### src/rtl/bootrom_axil_pkg.sv
// State encodings and AXI response codes shared by the boot ROM AXI4-Lite arbiter.
package bootrom_axil_pkg;

  typedef enum logic [1:0] {
    R_IDLE = 2'd0,
    R_AR   = 2'd1,
    R_R    = 2'd2
  } r_state_e;

  typedef enum logic [2:0] {
    W_IDLE  = 3'd0,
    W_FWD   = 3'd1,
    W_B     = 3'd2,
    W_ERR   = 3'd3,
    W_ERR_B = 3'd4
  } w_state_e;

  localparam logic [1:0] RESP_OKAY   = 2'b00;
  localparam logic [1:0] RESP_SLVERR = 2'b10;

endpackage

### src/rtl/bootrom_axil_arbiter_rr_arb2.sv
// Two-way round-robin picker: a lone requester wins, a tie goes to the one not granted last.
module rr_arb2 (
  input  logic [1:0] req_i,
  input  logic       last_i,
  output logic       gnt_c,
  output logic       any_c
);

  always_comb begin
    gnt_c = 1'b0;
    any_c = |req_i;
    case (req_i)
      2'b01:   gnt_c = 1'b0;
      2'b10:   gnt_c = 1'b1;
      2'b11:   gnt_c = ~last_i;
      default: gnt_c = 1'b0;
    endcase
  end

endmodule

### src/rtl/bootrom_axil_arbiter.sv
// Shares the boot ROM AXI4-Lite slave port between the host loader (s0) and the core (s1).
// Read and write channels are arbitrated independently with one transaction each in flight.
module bootrom_axil_arbiter
  import bootrom_axil_pkg::*;
#(
  parameter int unsigned ADDR_WIDTH  = 16,
  parameter int unsigned DATA_WIDTH  = 32,
  parameter bit          S1_WRITE_EN = 1'b0
) (
  input  logic                      clk,
  input  logic                      rst_n,
  input  logic                      s0_axilite_awvalid,
  output logic                      s0_axilite_awready,
  input  logic [ADDR_WIDTH-1:0]     s0_axilite_awaddr,
  input  logic [2:0]                s0_axilite_awprot,
  input  logic                      s0_axilite_wvalid,
  output logic                      s0_axilite_wready,
  input  logic [DATA_WIDTH-1:0]     s0_axilite_wdata,
  input  logic [DATA_WIDTH/8-1:0]   s0_axilite_wstrb,
  output logic                      s0_axilite_bvalid,
  input  logic                      s0_axilite_bready,
  output logic [1:0]                s0_axilite_bresp,
  input  logic                      s0_axilite_arvalid,
  output logic                      s0_axilite_arready,
  input  logic [ADDR_WIDTH-1:0]     s0_axilite_araddr,
  input  logic [2:0]                s0_axilite_arprot,
  output logic                      s0_axilite_rvalid,
  input  logic                      s0_axilite_rready,
  output logic [DATA_WIDTH-1:0]     s0_axilite_rdata,
  output logic [1:0]                s0_axilite_rresp,
  input  logic                      s1_axilite_awvalid,
  output logic                      s1_axilite_awready,
  input  logic [ADDR_WIDTH-1:0]     s1_axilite_awaddr,
  input  logic [2:0]                s1_axilite_awprot,
  input  logic                      s1_axilite_wvalid,
  output logic                      s1_axilite_wready,
  input  logic [DATA_WIDTH-1:0]     s1_axilite_wdata,
  input  logic [DATA_WIDTH/8-1:0]   s1_axilite_wstrb,
  output logic                      s1_axilite_bvalid,
  input  logic                      s1_axilite_bready,
  output logic [1:0]                s1_axilite_bresp,
  input  logic                      s1_axilite_arvalid,
  output logic                      s1_axilite_arready,
  input  logic [ADDR_WIDTH-1:0]     s1_axilite_araddr,
  input  logic [2:0]                s1_axilite_arprot,
  output logic                      s1_axilite_rvalid,
  input  logic                      s1_axilite_rready,
  output logic [DATA_WIDTH-1:0]     s1_axilite_rdata,
  output logic [1:0]                s1_axilite_rresp,
  output logic                      m_axilite_awvalid,
  input  logic                      m_axilite_awready,
  output logic [ADDR_WIDTH-1:0]     m_axilite_awaddr,
  output logic [2:0]                m_axilite_awprot,
  output logic                      m_axilite_wvalid,
  input  logic                      m_axilite_wready,
  output logic [DATA_WIDTH-1:0]     m_axilite_wdata,
  output logic [DATA_WIDTH/8-1:0]   m_axilite_wstrb,
  input  logic                      m_axilite_bvalid,
  output logic                      m_axilite_bready,
  input  logic [1:0]                m_axilite_bresp,
  output logic                      m_axilite_arvalid,
  input  logic                      m_axilite_arready,
  output logic [ADDR_WIDTH-1:0]     m_axilite_araddr,
  output logic [2:0]                m_axilite_arprot,
  input  logic                      m_axilite_rvalid,
  output logic                      m_axilite_rready,
  input  logic [DATA_WIDTH-1:0]     m_axilite_rdata,
  input  logic [1:0]                m_axilite_rresp
);

  r_state_e r_state_q, r_state_d;
  w_state_e w_state_q, w_state_d;
  logic     r_gnt_q, r_gnt_d, r_last_q, r_last_d;
  logic     w_gnt_q, w_gnt_d, w_last_q, w_last_d;
  logic     aw_done_q, aw_done_d, w_done_q, w_done_d;
  logic     r_pick, r_any, w_pick, w_any;
  logic     aw_hs, w_hs;

  rr_arb2 u_rd_arb (
    .req_i  ({s1_axilite_arvalid, s0_axilite_arvalid}),
    .last_i (r_last_q),
    .gnt_c  (r_pick),
    .any_c  (r_any)
  );

  rr_arb2 u_wr_arb (
    .req_i  ({s1_axilite_awvalid, s0_axilite_awvalid}),
    .last_i (w_last_q),
    .gnt_c  (w_pick),
    .any_c  (w_any)
  );

  // Pointers reset to "s1 granted last" so the first tie goes to s0.
  always_ff @(posedge clk or negedge rst_n) begin
    if (!rst_n) begin
      r_state_q <= R_IDLE;
      r_gnt_q   <= 1'b0;
      r_last_q  <= 1'b1;
      w_state_q <= W_IDLE;
      w_gnt_q   <= 1'b0;
      w_last_q  <= 1'b1;
      aw_done_q <= 1'b0;
      w_done_q  <= 1'b0;
    end else begin
      r_state_q <= r_state_d;
      r_gnt_q   <= r_gnt_d;
      r_last_q  <= r_last_d;
      w_state_q <= w_state_d;
      w_gnt_q   <= w_gnt_d;
      w_last_q  <= w_last_d;
      aw_done_q <= aw_done_d;
      w_done_q  <= w_done_d;
    end
  end

  // Read channel: grant in idle, then pass AR and R straight through for the winner.
  always_comb begin
    r_state_d          = r_state_q;
    r_gnt_d            = r_gnt_q;
    r_last_d           = r_last_q;
    m_axilite_arvalid  = 1'b0;
    m_axilite_araddr   = '0;
    m_axilite_arprot   = '0;
    m_axilite_rready   = 1'b0;
    s0_axilite_arready = 1'b0;
    s1_axilite_arready = 1'b0;
    s0_axilite_rvalid  = 1'b0;
    s0_axilite_rdata   = '0;
    s0_axilite_rresp   = RESP_OKAY;
    s1_axilite_rvalid  = 1'b0;
    s1_axilite_rdata   = '0;
    s1_axilite_rresp   = RESP_OKAY;
    case (r_state_q)
      R_IDLE: begin
        if (r_any) begin
          r_gnt_d   = r_pick;
          r_state_d = R_AR;
        end
      end
      R_AR: begin
        m_axilite_arvalid = r_gnt_q ? s1_axilite_arvalid : s0_axilite_arvalid;
        m_axilite_araddr  = r_gnt_q ? s1_axilite_araddr : s0_axilite_araddr;
        m_axilite_arprot  = r_gnt_q ? s1_axilite_arprot : s0_axilite_arprot;
        if (r_gnt_q) s1_axilite_arready = m_axilite_arready;
        else         s0_axilite_arready = m_axilite_arready;
        if ((r_gnt_q ? s1_axilite_arvalid : s0_axilite_arvalid) && m_axilite_arready)
          r_state_d = R_R;
      end
      R_R: begin
        m_axilite_rready = r_gnt_q ? s1_axilite_rready : s0_axilite_rready;
        if (r_gnt_q) begin
          s1_axilite_rvalid = m_axilite_rvalid;
          s1_axilite_rdata  = m_axilite_rdata;
          s1_axilite_rresp  = m_axilite_rresp;
        end else begin
          s0_axilite_rvalid = m_axilite_rvalid;
          s0_axilite_rdata  = m_axilite_rdata;
          s0_axilite_rresp  = m_axilite_rresp;
        end
        if (m_axilite_rvalid && (r_gnt_q ? s1_axilite_rready : s0_axilite_rready)) begin
          r_state_d = R_IDLE;
          r_last_d  = r_gnt_q;
        end
      end
      default: r_state_d = R_IDLE;
    endcase
  end

  // Write channel: AW and W complete independently, tracked by sticky done flags.
  always_comb begin
    w_state_d          = w_state_q;
    w_gnt_d            = w_gnt_q;
    w_last_d           = w_last_q;
    aw_done_d          = aw_done_q;
    w_done_d           = w_done_q;
    aw_hs              = 1'b0;
    w_hs               = 1'b0;
    m_axilite_awvalid  = 1'b0;
    m_axilite_awaddr   = '0;
    m_axilite_awprot   = '0;
    m_axilite_wvalid   = 1'b0;
    m_axilite_wdata    = '0;
    m_axilite_wstrb    = '0;
    m_axilite_bready   = 1'b0;
    s0_axilite_awready = 1'b0;
    s0_axilite_wready  = 1'b0;
    s0_axilite_bvalid  = 1'b0;
    s0_axilite_bresp   = RESP_OKAY;
    s1_axilite_awready = 1'b0;
    s1_axilite_wready  = 1'b0;
    s1_axilite_bvalid  = 1'b0;
    s1_axilite_bresp   = RESP_OKAY;
    case (w_state_q)
      W_IDLE: begin
        if (w_any) begin
          w_gnt_d   = w_pick;
          w_state_d = (w_pick && !S1_WRITE_EN) ? W_ERR : W_FWD;
        end
      end
      W_FWD: begin
        m_axilite_awvalid = ~aw_done_q & (w_gnt_q ? s1_axilite_awvalid : s0_axilite_awvalid);
        m_axilite_awaddr  = w_gnt_q ? s1_axilite_awaddr : s0_axilite_awaddr;
        m_axilite_awprot  = w_gnt_q ? s1_axilite_awprot : s0_axilite_awprot;
        m_axilite_wvalid  = ~w_done_q & (w_gnt_q ? s1_axilite_wvalid : s0_axilite_wvalid);
        m_axilite_wdata   = w_gnt_q ? s1_axilite_wdata : s0_axilite_wdata;
        m_axilite_wstrb   = w_gnt_q ? s1_axilite_wstrb : s0_axilite_wstrb;
        if (w_gnt_q) begin
          s1_axilite_awready = m_axilite_awready & ~aw_done_q;
          s1_axilite_wready  = m_axilite_wready & ~w_done_q;
        end else begin
          s0_axilite_awready = m_axilite_awready & ~aw_done_q;
          s0_axilite_wready  = m_axilite_wready & ~w_done_q;
        end
        aw_hs = ~aw_done_q & m_axilite_awready &
                (w_gnt_q ? s1_axilite_awvalid : s0_axilite_awvalid);
        w_hs  = ~w_done_q & m_axilite_wready &
                (w_gnt_q ? s1_axilite_wvalid : s0_axilite_wvalid);
      end
      W_B: begin
        m_axilite_bready = w_gnt_q ? s1_axilite_bready : s0_axilite_bready;
        if (w_gnt_q) begin
          s1_axilite_bvalid = m_axilite_bvalid;
          s1_axilite_bresp  = m_axilite_bresp;
        end else begin
          s0_axilite_bvalid = m_axilite_bvalid;
          s0_axilite_bresp  = m_axilite_bresp;
        end
        if (m_axilite_bvalid && (w_gnt_q ? s1_axilite_bready : s0_axilite_bready)) begin
          w_state_d = W_IDLE;
          w_last_d  = w_gnt_q;
        end
      end
      W_ERR: begin
        s1_axilite_awready = ~aw_done_q;
        s1_axilite_wready  = ~w_done_q;
        aw_hs = ~aw_done_q & s1_axilite_awvalid;
        w_hs  = ~w_done_q & s1_axilite_wvalid;
      end
      W_ERR_B: begin
        s1_axilite_bvalid = 1'b1;
        s1_axilite_bresp  = RESP_SLVERR;
        if (s1_axilite_bready) begin
          w_state_d = W_IDLE;
          w_last_d  = 1'b1;
        end
      end
      default: w_state_d = W_IDLE;
    endcase
    // Both halves landed (possibly in the same cycle): move on to the response.
    if (w_state_q == W_FWD || w_state_q == W_ERR) begin
      if ((aw_done_q | aw_hs) && (w_done_q | w_hs)) begin
        aw_done_d = 1'b0;
        w_done_d  = 1'b0;
        w_state_d = (w_state_q == W_FWD) ? W_B : W_ERR_B;
      end else begin
        aw_done_d = aw_done_q | aw_hs;
        w_done_d  = w_done_q | w_hs;
      end
    end
  end

endmodule

### config.mk
export PLATFORM = sky130hd
export DESIGN_NAME = bootrom_axil_arbiter
export DESIGN_NICKNAME = d
export VERILOG_FILES = /design/src/rtl/bootrom_axil_pkg.sv /design/src/rtl/bootrom_axil_arbiter_rr_arb2.sv /design/src/rtl/bootrom_axil_arbiter.sv
export SDC_FILE = /design/constraint.sdc
export NUM_CORES = 1
export LEC_CHECK = 0
export ABC_AREA = 1
export CAP_MARGIN = 20
export CORE_AREA = 2 2 140 142
export CTS_CLUSTER_DIAMETER = 100
export DETAILED_ROUTE_END_ITERATION = 6
export DIE_AREA = 0 0 142 144
export PLACE_DENSITY_LB_ADDON = 0.2
export SYNTH_ARGS = -nofsm -noshare
export SYNTH_HDL_FRONTEND = slang
export SYNTH_SLANG_ARGS = --single-unit
### constraint.sdc
create_clock -name clk -period 3.9 [get_ports clk]
set_input_delay 0.78 -clock clk [delete_from_list [all_inputs] [get_ports clk]]
set_output_delay 0.78 -clock clk [all_outputs]
set_load 0.005 [all_outputs]
* Word-level counts from Yosys, hierarchy flattened *
Index checks and enable logic that the tools add are counted.

word-level totals
  bits in registers = 11
  bits of input ports = 201
  output and inout bits = 161
  logic and storage cells = 128

cells by class
  eq/ne operators = 15
  muxes and demuxes = 75
  bitwise gates (word level) = 14
  reduce and logical (&&, ||, !) cells = 16

operators with widths
  kind                  count
  $mux W32              6
  $mux W16              4
  $mux W1               31
  $mux W3               10
  $mux W2               11
  $pmux W1 S2           8
  $pmux W3 S4           1
  $eq A2 B2 Y1 const B  5
  $ne A2 B2 Y1 const B  5
  $and A1 B1 Y1         8
  $mux W4               2
  $eq A3 B2 Y1 const B  2
  $pmux W2 S3           1
  $reduce_and A2 Y1     3
  $reduce_and A3 Y1     2
  $reduce_or A2 Y1      3
  $logic_and A1 B1 Y1   4
  $not A1 Y1            4
  $pmux W2 S2           1
  $eq A3 B1 Y1 const B  1
  $eq A3 B3 Y1 const B  1
  $logic_not A3 Y1      1
  $eq A2 B1 Y1 const B  1
  $logic_not A2 Y1      1
  3 further kinds       4

* Longest topological paths before layout *
Gate-level depths: netlist (run 1).

  word-level depth = 8
  gate-level depth with buffers = 10
  gate-level depth less buffers = 10

* Modules after synthesis *
A second synthesis (run 1) with hierarchy kept.

second synthesis, totals
  cell total of the unflattened synthesis = 490
  area, all modules = 2364.8 um^2

by module, submodules not included
  module                times used  cells each  area each (um^2)  seq. area each (um^2)
  bootrom_axil_arbiter  1           484         2334.7            277.8
  rr_arb2               2           3           15.0              0.0

* Worst setup path before layout (run 1) *
No wires, ideal clock.

  path type = input to output
  from = input port s1_axilite_rready
  to = output port m_axilite_rready
  data arrival time = 1174 ps
  setup slack = 1946 ps
  cell stages on the path = 4
  cell sequence = or2_1 -> o21a_1 -> inv_1 -> nor2_1

between the ends
  longest elaborated chain between the ends = 2

RTL lines
  what             line                         source
  start, declared  bootrom_axil_arbiter.sv:47   input logic s1_axilite_rready,
  $mux W1          bootrom_axil_arbiter.sv:150  m_axilite_rready = r_gnt_q ? s1_axilite_rready : s0_axilite_rready;
  $mux W1          bootrom_axil_arbiter.sv:133  case (r_state_q)
  end, declared    bootrom_axil_arbiter.sv:66   output logic m_axilite_rready,

Every way passes these cells.

* Worst setup path after layout (run 1) *
  from = register r_gnt_q
  to = output port s0_axilite_rdata[29]

between the ends
  longest elaborated chain between the ends = 2

RTL lines
  what                    line                         source
  start, declared         bootrom_axil_arbiter.sv:73   logic r_gnt_q, r_gnt_d, r_last_q, r_last_d;
  start signal, assigned  bootrom_axil_arbiter.sv:106  r_gnt_q <= r_gnt_d;
  $mux W32                bootrom_axil_arbiter.sv:151  if (r_gnt_q) begin
  $mux W32                bootrom_axil_arbiter.sv:133
  end, declared           bootrom_axil_arbiter.sv:29   output logic [DATA_WIDTH-1:0] s0_axilite_rdata,

Every way passes these cells.

==> reports/results.ini, run 1 <==
[run_status]
status=finished, final reports clean

[drt]
top_layer_used=met4
antenna_left=0
drt_first_pass_iters=4
drtIter0Drc=108
vias_per_cell=3.943
met1_length_um=5524
wl_met3_um=1779
wl_um=15710
met2_length_um=8345
drc=0
dr_total_vias=4191
wl_per_cell_um=14.78

[synth]
synth_ff_type=dfrtp_1
ys_seq_elements=11
synth.cell_area_sq_um=2281
synthTopCellsByArea=nand2_1 30%, a21oi_1 16%, nor2_1 14%
yosysWarnings=0
synth_edf_count=0
synth_most_common_cell=nand2_1
syn_nets=687
yosys.area.top_type=nand2_1
syn_inst=486
seq_area_frac_synth_pct=12.18
synth_commonest_cells=183 x nand2_1, 84 x nor2_1, 74 x a21oi_1, 60 x inv_1, 17 x clkbuf_1
synth_cell_types=25
synth_top_area_share_pct=30.12
synthArstFlopShare_pct=100.0
synth.avg_cell_area_sq_um=4.693

[placement]
hpwl_um=13060
placed_cell_area_sq_um=6106
place.gp.congestion=0.7833
io_buffers=361

[floorplan]
pin_count=362
start_util_pct=11.95
core-area_sq_um=19080
rows=51
die_w_um=142
die_y_um=144
die_area_sq_um=20450

[timing]
slew_violations=0
finClkSkew_ps=2.412
min_period_ps=3199
max_slew_margin_pct=46.13
finalCritPeriodShare_pct=82.02
setup_viol=0
rsz0062_at_grt=false
tightest_slew_ps=806.9
hold_ws_ps=484.4
setup_tns_ps=0
hold_viol_final=0
max_freq_ghz=0.3126

[worst_setup_path]
worst_setup_path_start_kind=register
regToRegStartpoint=w_gnt_q
worstSetupPathType=register to output port
worstSetupEndpointType=output port
cp.required_ps=3120
cp_data_arrival_time_ps=2420
critPathMaxFanout=35
crit_path_start=r_gnt_q

[clock_tree]
h-tree-depth=1
cts_buffers=3
cts_setup_buffers=0
tritoncts=built
clk_path_buf_depth=2
holdBufCountCts=0
clkLatencyLatePin_ps=240
clk_pin_slew_ps=40
cts_root_buffer=clkbuf_16
cts.sinks=11
cts.repair.resized=0

[worst_hold_path]
min_path_type=register to register
min_from=w_last_q

[flow_run]
cap_violations=0

[grt]
grt_max_degree=62
antenna_found_initial=1
grt_pass1_wl_um=22980
grt_pass1_vias=4253
grt_remaining_overflow=0
grtUsageTotal_pct=14.27

[cells_and_area]
drive_gt1_share_pct=2.549
fin_nets=1026
stdcell_area_sq_um=6187
syn2layout_area_growth_pct=171.3
fillers=2153

[pwr]
p_leak_uw=0.002633
total_power_uw=2868
power_density_nw_per_um2=463.6
vdd_drop_max_uv=230.0

-- worst paths after layout --
check	endpoint	slack [ps]	cells past startpoint
worst max-delay path	s0_axilite_rdata[29]	700	5
worst min-delay path	w_last_q	480	2
worst max register to register	w_state_q[1]	2220	9
worst min register to register	w_last_q	480	2
max in group asynchronous	w_gnt_q	2620	1
min in group asynchronous	r_state_q[1]	890	1
-- layout make-up --
class                      count  area [sq um]  area share, %
timing repair buffer         366          3676          59.41
multi-input combinational    380          1617          26.13
tap                          238         297.8          4.813
sequential                    11         279.0          4.510
inverter                      63         236.5          3.822
clock buffer                   4         78.83          1.274
antenna                        1         2.502        0.04044
-- flip-flops by register name, summed over array words and instances (netlist names) --
register   flops
w_state_q      3
r_state_q      2
aw_done_q      1
r_gnt_q        1
r_last_q       1
w_done_q       1
w_gnt_q        1
w_last_q       1
-- layout by cell type (no fill, tap or decap), types with 2 or more instances in the layout --
master and n:
clkdlybuf4s50_1 361, nand2_1 183, nor2_1 84, a21oi_1 74
inv_1 60, nor3_1 9, o21ai_0 8, dfrtp_1 8
nand3_1 5, inv_2 3, nand2_2 3, o21ai_1 3
clkbuf_16 3, buf_4 3, nand3_2 2, or2_1 2
buf_12 2, dfstp_2 2
-- power by group --
| part | total [uW] | leakage, uW | switching, uW | internal [uW] |
|---|---|---|---|---|
| registers | 241 | 0.000131 | 63.7 | 178 |
| logic | 2440 | 0.00246 | 1190 | 1250 |
| clock network | 187 | 0.0000382 | 49.4 | 137 |
-- cell families (layout without fill, tap and decap cells) --
family	Yosys count	count (layout)	synth area share [%]
buf+inv	95	433	16.95
flops	11	11	12.18
other cells	0	1	0
simple gates	290	290	49.97
compound gates	90	90	20.90
-- stage by stage --
| stage | setup WS, ps | util [%] | cells |
|---|---|---|---|
| 2_1_floorplan | 1946 | - | 486 |
| 3_3_place_gp | 801.3 | 32.00 | 1058 |
| 3_5_place_dp | 801.5 | 32.00 | 1058 |
| 4_1_cts | 628.8 | 32.42 | 1062 |
| 5_1_grt | 514.5 | 32.43 | 1063 |
| 6_report | 701.1 | 32.43 | 1063 |
-- routing by layer --
| metal | vias up | track usage [%] |
|---|---|---|
| met3 | 4 | 5.695 |
| li1 | 2161 | - |
| met1 | 1810 | 14.43 |
| met2 | 216 | 28.63 |
| met5 | - | 0 |
| met4 | 0 | 0.7895 |
-- critical path: stages, from the launching register on --
cell and delay (ps):
dfrtp_1 350, buf_4 210, inv_2 320, nand2_2 490
nor2_1 240, clkdlybuf4s50_1 550
Power figures use the tool's default switching activity.
==> run 2, diff against run 1 <==
--- a/config.mk
+++ b/config.mk
@@ -7,10 +7,10 @@
 export LEC_CHECK = 0
 export ABC_AREA = 1
 export CAP_MARGIN = 20
-export CORE_AREA = 2 2 140 142
+export CORE_AREA = 2 2 139 141
 export CTS_CLUSTER_DIAMETER = 100
 export DETAILED_ROUTE_END_ITERATION = 6
-export DIE_AREA = 0 0 142 144
+export DIE_AREA = 0 0 141 143
 export PLACE_DENSITY_LB_ADDON = 0.2
 export SYNTH_ARGS = -nofsm -noshare
 export SYNTH_HDL_FRONTEND = slang
==> constraint.sdc (replaced) <==
create_clock -name clk -period 2.8 [get_ports clk]
set_input_delay 0.56 -clock clk [delete_from_list [all_inputs] [get_ports clk]]
set_output_delay 0.56 -clock clk [all_outputs]
set_load 0.005 [all_outputs]
==> run 2 against run 1 <==
  * Global-route usage grew 0.11 points
  * Design area is 0.93% higher
  * Non-clock buffer count increased by 7
  * Final cell count rose by 0.19%
  * Clock power rose by 41%
  * Flip-flop and latch count unchanged
  * Hold slack worse by 12 ps
  * Sequential power increased by 32%
  * Critical path type is now input port to output port
  * Highest routed layer unchanged
==> reports/results.ini, run 2 (synthesis gave the netlist of run 1 again) <==
[worst_setup_path]
worstSetupPathType=input port to output port
cpMostUsedCell=clkdlybuf4s50_1
r2r_end=w_state_q[1]
critical_path.top_delay_family=buffers and inverters
worst_setup_path_start_kind=input port
cpPeakStageDelay_ps=570  ; +20 ps
worst-path-buf-inv=2  ; -1
path_cells=clkdlybuf4s50_1 -> nand2_1 -> o32ai_1 -> clkdlybuf4s50_1
worstSetupEndpointType=output port
cp_data_arrival_time_ps=2070  ; -350 ps
regToRegStartpoint=w_gnt_q
cp.required_ps=2240  ; -880 ps
reg2reg_slack_ps=1210  ; -1010 ps
reg2regPathDepth=9  ; unchanged
cp_slowest_cell=clkdlybuf4s50_1
critPathMaxFanout=3  ; -91%

[floorplan]
die_y_um=143  ; -0.69%
core-area_sq_um=18580  ; -2.6%
rows=50  ; -2.0%
die_w_um=141  ; -0.70%
die_area_sq_um=20160  ; -1.4%
start_util_pct=12.28  ; +0.32 points
pin_count=362  ; unchanged

[cells_and_area]
register_area_sq_um=279.0  ; unchanged
fin_nets=1033  ; +0.68%
syn2layout_area_growth_pct=173.8
fin_util_pct=33.61  ; +1.2 points
mostFrequentLayoutCells=361 x clkdlybuf4s50_1, 183 x nand2_1, 84 x nor2_1
multi_input_area_sq_um=1617  ; unchanged
regMostFlops=w_state_q
drive_gt1_share_pct=3.369  ; +0.82 points
largest_register_ffs=3  ; unchanged
antenna_cells=0  ; -1
fillers=2047  ; -4.9%
final_common_cell=clkdlybuf4s50_1
largestRegisters=w_state_q (3), r_state_q (2)

[drt]
drtIter0Drc=98  ; -9.3%
wl_um=15440  ; -1.7%
wl_per_cell_um=14.50  ; -1.9%
drt_first_pass_iters=4  ; unchanged
drc=0  ; unchanged
vias_per_cell=3.965  ; +0.57%
dr_total_vias=4223  ; +0.76%
antenna_left=0  ; unchanged

[timing]
finClkSkew_ps=0.9975  ; -1.415 ps
min_period_ps=2631
finalCritPeriodShare_pct=93.96
max_freq_ghz=0.3801
tightest_slew_ps=716.7  ; -90.15 ps
hold_viol_final=0  ; unchanged
slew_violations=0  ; unchanged
setup_viol=0  ; unchanged
setup_tns_ps=0  ; unchanged
max_slew_margin_pct=52.07  ; +5.9 points
rsz0062_at_grt=false

[clock_tree]
cts.sinks=11  ; unchanged
clk_pin_slew_ps=40  ; about the same
clk_path_buf_depth=2  ; unchanged
tritoncts=built
cts_root_buffer=clkbuf_16
cts_buffers=3  ; unchanged
holdBufCountCts=0  ; unchanged
cts_setup_buffers=0  ; unchanged
h-tree-depth=1  ; unchanged
cts.repair.resized=0  ; unchanged
clkLatencyLatePin_ps=240  ; about the same

[grt]
grt_pass1_wl_um=23030  ; +0.21%
grt_remaining_overflow=0  ; unchanged
antenna_found_initial=0  ; -1
grt_max_degree=50  ; -19%
grt_pass1_vias=4310  ; +1.3%
grtUsageTotal_pct=14.39  ; +0.11 points

[worst_hold_path]
holdPathEnd=w_last_q
min_from=w_last_q
min_path_type=register to register
min_path_cells=2  ; unchanged

[pwr]
p_leak_uw=0.002671  ; +1.4%
vdd_drop_max_uv=347.1  ; +51%
power_density_nw_per_um2=657.0  ; +42%

[placement]
hpwl_um=12770  ; -2.2%
io_buffers=361  ; unchanged
place.gp.congestion=0.7581  ; -3.2%

[flow_run]
cap_violations=0  ; unchanged

[run_status]
status=finished, final reports clean

==> run 2: report_power, final <==
part / internal (uW) / switching (uW)
Combinational: 1820 / 1700
Sequential: 248 / 70.9
Clock: 191 / 72.0
Total: 2260 / 1840
==> run 2: stage by stage <==
stage	instance area [sq um]	power, uW	hold slack (ps)	instances	worst slack, ps
3_3_place_gp	6166	3923	463.6	1061	173.6
3_5_place_dp	6166	3907	467.0	1061	154.0
6_report	6245	4103	471.9	1065	169.0
5_1_grt	6245	4531	506.6	1065	16.44
2_1_floorplan	2281	1838	264.4	486	1128
4_1_cts	6245	4201	474.3	1065	142.4
==> run 2: per-layer routing <==
| layer | up-vias | share of wire (%) | global-route usage (%) |
|---|---|---|---|
| met5 | - | 0 | 0 |
| met4 | 0 | 0.93 | 1.895 |
| met3 | 10 | 10 | 5.399 |
| met2 | 224 | 51 | 28.14 |
| met1 | 1815 | 38 | 14.93 |
| li1 | 2174 | - | - |
==> run 2: layout make-up <==
cell class / count / area share (%)
timing repair buffer: 373 / 59.91
multi-input combinational: 380 / 25.89
tap: 234 / 4.688
sequential: 11 / 4.468
inverter: 63 / 3.787
clock buffer: 4 / 1.262
==> run 2: tightest hold or removal path, delay by kind of cell (launching register included) <==
kind,cells,cell delay (ps)
AO/OA/AOI/OAI,1,50
flip-flops,1,360
AND/OR/NAND/NOR,1,50
==> run 2: how the worst max path moves through the flow <==
stage                      from             endpoint  slack, ps  depth (start not counted)
4_1_cts            w_state_q[2]    s1_axilite_wready        140                          7
3_5_place_dp   m_axilite_wready    s1_axilite_wready        150                          4
6_report       m_axilite_wready    s1_axilite_wready        170                          4
2_1_floorplan           w_gnt_q  m_axilite_awaddr[0]       1130                          5
3_3_place_gp   m_axilite_wready    s1_axilite_wready        170                          4
5_1_grt            w_state_q[2]   s1_axilite_awready         20                          7
==> run 3, diff against run 2 <==
--- a/config.mk
+++ b/config.mk
@@ -12,6 +12,7 @@
 export DETAILED_ROUTE_END_ITERATION = 6
 export DIE_AREA = 0 0 141 143
 export PLACE_DENSITY_LB_ADDON = 0.2
+export REMOVE_ABC_BUFFERS = 1
 export SYNTH_ARGS = -nofsm -noshare
 export SYNTH_HDL_FRONTEND = slang
 export SYNTH_SLANG_ARGS = --single-unit
==> run 3 against run 2 <==
  * Clock skew shrank 0.60 ps
  * Routed wire length up 9.0%
  * Die area did not move
  * Flip-flop and latch count stayed put
  * Largest cell class unchanged
  * Largest power group unchanged
==> reports/results.ini, run 3 (synthesis gave the netlist of run 1 again) <==
[timing]
min_period_ps=2620  ; -10.76 ps
finClkSkew_ps=0.3930  ; -0.6045 ps
setup_viol=0  ; unchanged
tightest_slew_ps=655.2  ; -61.55 ps
finalCritPeriodShare_pct=93.58  ; -0.38 points
hold_viol_final=0  ; unchanged
rsz0062_at_grt=false
final.setup.worst_slack_ps=179.8  ; +10.76 ps
max_freq_ghz=0.3817  ; +0.41%
max_slew_margin_pct=56.27  ; +4.2 points
slew_violations=0  ; unchanged

[drt]
drtIter0Drc=85  ; -13%
dr_total_vias=4244  ; +0.50%
drt_first_pass_iters=4  ; unchanged
vias_per_cell=3.981  ; +0.40%
wl_per_cell_um=15.78  ; +8.9%
wl_um=16820  ; +9.0%
drc=0  ; unchanged
antenna_left=0  ; unchanged

[run_status]
status=finished, final reports clean

[clock_tree]
cts_buffers=3  ; unchanged
clkLatencyLatePin_ps=240  ; about the same
h-tree-depth=1  ; unchanged
cts_setup_buffers=0  ; unchanged
clk_path_buf_depth=2  ; unchanged
clk_pin_slew_ps=40  ; about the same
holdBufCountCts=0  ; unchanged
cts.repair.resized=0  ; unchanged
tritoncts=built
cts_root_buffer=clkbuf_16
cts.sinks=11  ; unchanged

[floorplan]
die_y_um=143  ; unchanged
core-area_sq_um=18580  ; unchanged
pin_count=362  ; unchanged
start_util_pct=12.28  ; unchanged
rows=50  ; unchanged
die_w_um=141  ; unchanged
die_area_sq_um=20160  ; unchanged

[worst_setup_path]
cp.required_ps=2240  ; about the same
r2r_end=w_state_q[1]
path_cells=inv_1 -> nand2_2 -> nor2_1 -> inv_2 -> buf_12 -> a21oi_1 -> clkdlybuf4s50_1
cpPeakStageDelay_ps=550  ; -20 ps
worst_setup_path_start_kind=register
reg2regPathDepth=9  ; unchanged
cp_slowest_cell=clkdlybuf4s50_1
cp_data_arrival_time_ps=2060  ; about the same
reg2reg_slack_ps=1220  ; about the same
regToRegStartpoint=w_gnt_q
worstSetupEndpointType=output port
worstSetupPathType=register to output port
critPathMaxFanout=59  ; +56

[cells_and_area]
regMostFlops=w_state_q
fillers=2060  ; +0.64%
fin_nets=1031  ; -0.19%
final_cells=1066  ; +0.094%
drive_gt1_share_pct=3.257  ; -0.11 points
final_common_cell=clkdlybuf4s50_1
largestRegisters=w_state_q (3), r_state_q (2)
largest_register_ffs=3  ; unchanged
fin_util_pct=33.64  ; +0.034 points
mostFrequentLayoutCells=361 x clkdlybuf4s50_1, 183 x nand2_1, 84 x nor2_1
syn2layout_area_growth_pct=174.1

[grt]
grt_pass1_vias=4328  ; +0.42%
grtUsageTotal_pct=15.50  ; +1.1 points
grt_pass1_wl_um=24300  ; +5.5%
antenna_found_initial=3  ; +3
grt_max_degree=66  ; +32%
grt_remaining_overflow=0  ; unchanged

[pwr]
p_leak_uw=0.002670  ; about the same
internal_power_uw=2255  ; -0.20%
clkPwrFrac_pct=6.3  ; about the same
vdd_drop_max_uv=368.1  ; +6.0%
power_density_nw_per_um2=659.8  ; +0.43%
switching_share_pct=45.33  ; +0.40 points
total_power_uw=4125  ; +0.53%
pwr-share-seq_pct=7.7  ; about the same
combPwrFrac_pct=86.0  ; +0.2 points
p_sw_uw=1870  ; +1.4%

[worst_hold_path]
min_from=w_last_q
min_path_type=register to register
min_path_cells=2  ; unchanged
holdPathEnd=w_last_q

[flow_run]
cap_violations=0  ; unchanged

[placement]
place_worst_setup_slack_ps=258.3  ; +104.3 ps
place.gp.congestion=0.7793  ; +2.8%
io_buffers=361  ; unchanged
dp_cells=1059  ; -0.19%
hpwl_um=14100  ; +10%

## run 3: cell count changes in the layout (fill, tap and decap cells not counted)
cell      change
clkinv_2      +1
buf_12        +1
clkbuf_1      -1
diode_2       +3
buf_4         -3
## run 3: metal layers
metal  vias to the layer above  GRT usage [%]  wire length [um]
met1                      1839          16.11              6111
li1                       2171              -                 -
met3                        10          4.997              1609
met5                         -              0                 0
met2                       224          30.19              8857
met4                         0          3.526               245
## run 3: stage by stage
| step | hold WS (ps) | instance area [sq um] | setup TNS (ps) |
|---|---|---|---|
| final | 467.8 | 6251 | 0 |
| after global routing | 503.8 | 6251 | 0 |
| after CTS | 472.0 | 6243 | 0 |
| after detailed placement | 465.7 | 6163 | 0 |
| after global placement | 463.9 | 6163 | 0 |
| after floorplan | 264.4 | 2131 | -262.0 |
## run 3: layout make-up
class / count / area (sq um) / area share (%)
well taps: 234 / 292.8 / 4.684
repair buffers: 371 / 3739 / 59.81
multi-input cells: 380 / 1617 / 25.86
clock buffers: 3 / 75.07 / 1.201
diodes: 3 / 7.507 / 0.1201
inverters: 63 / 236.5 / 3.783
clock inverters: 1 / 5.005 / 0.08006
flip-flops and latches: 11 / 279.0 / 4.464
## run 3: how the worst max path moves through the flow
stage | from | end | slack [ps]
final | w_state_q[2] | m_axilite_wstrb[2] | 180
after global routing | w_state_q[2] | m_axilite_wstrb[2] | 70
after CTS | w_state_q[2] | m_axilite_wstrb[2] | 140
after detailed placement | s0_axilite_arvalid | m_axilite_arvalid | 260
after global placement | m_axilite_wready | s1_axilite_wready | 250
after floorplan | w_gnt_q | m_axilite_bready | -110
## run 3: worst max-delay path, delay by kind of cell (launching register included)
kind	cells	cell delay, ps
AOI/OAI and AO/OA	1	250
buffers and inverters	4	920
DFF	1	390
and+or+nand+nor	2	240
## run 3: power groups by stage
stage	combinational (uW)	sequential, uW	clock [uW]
2_1_floorplan	1290	405	0
3_3_place_gp	3620	320	0
3_5_place_dp	3600	320	0
4_1_cts	3620	319	269
5_1_grt	3920	330	276
6_report	3550	319	260
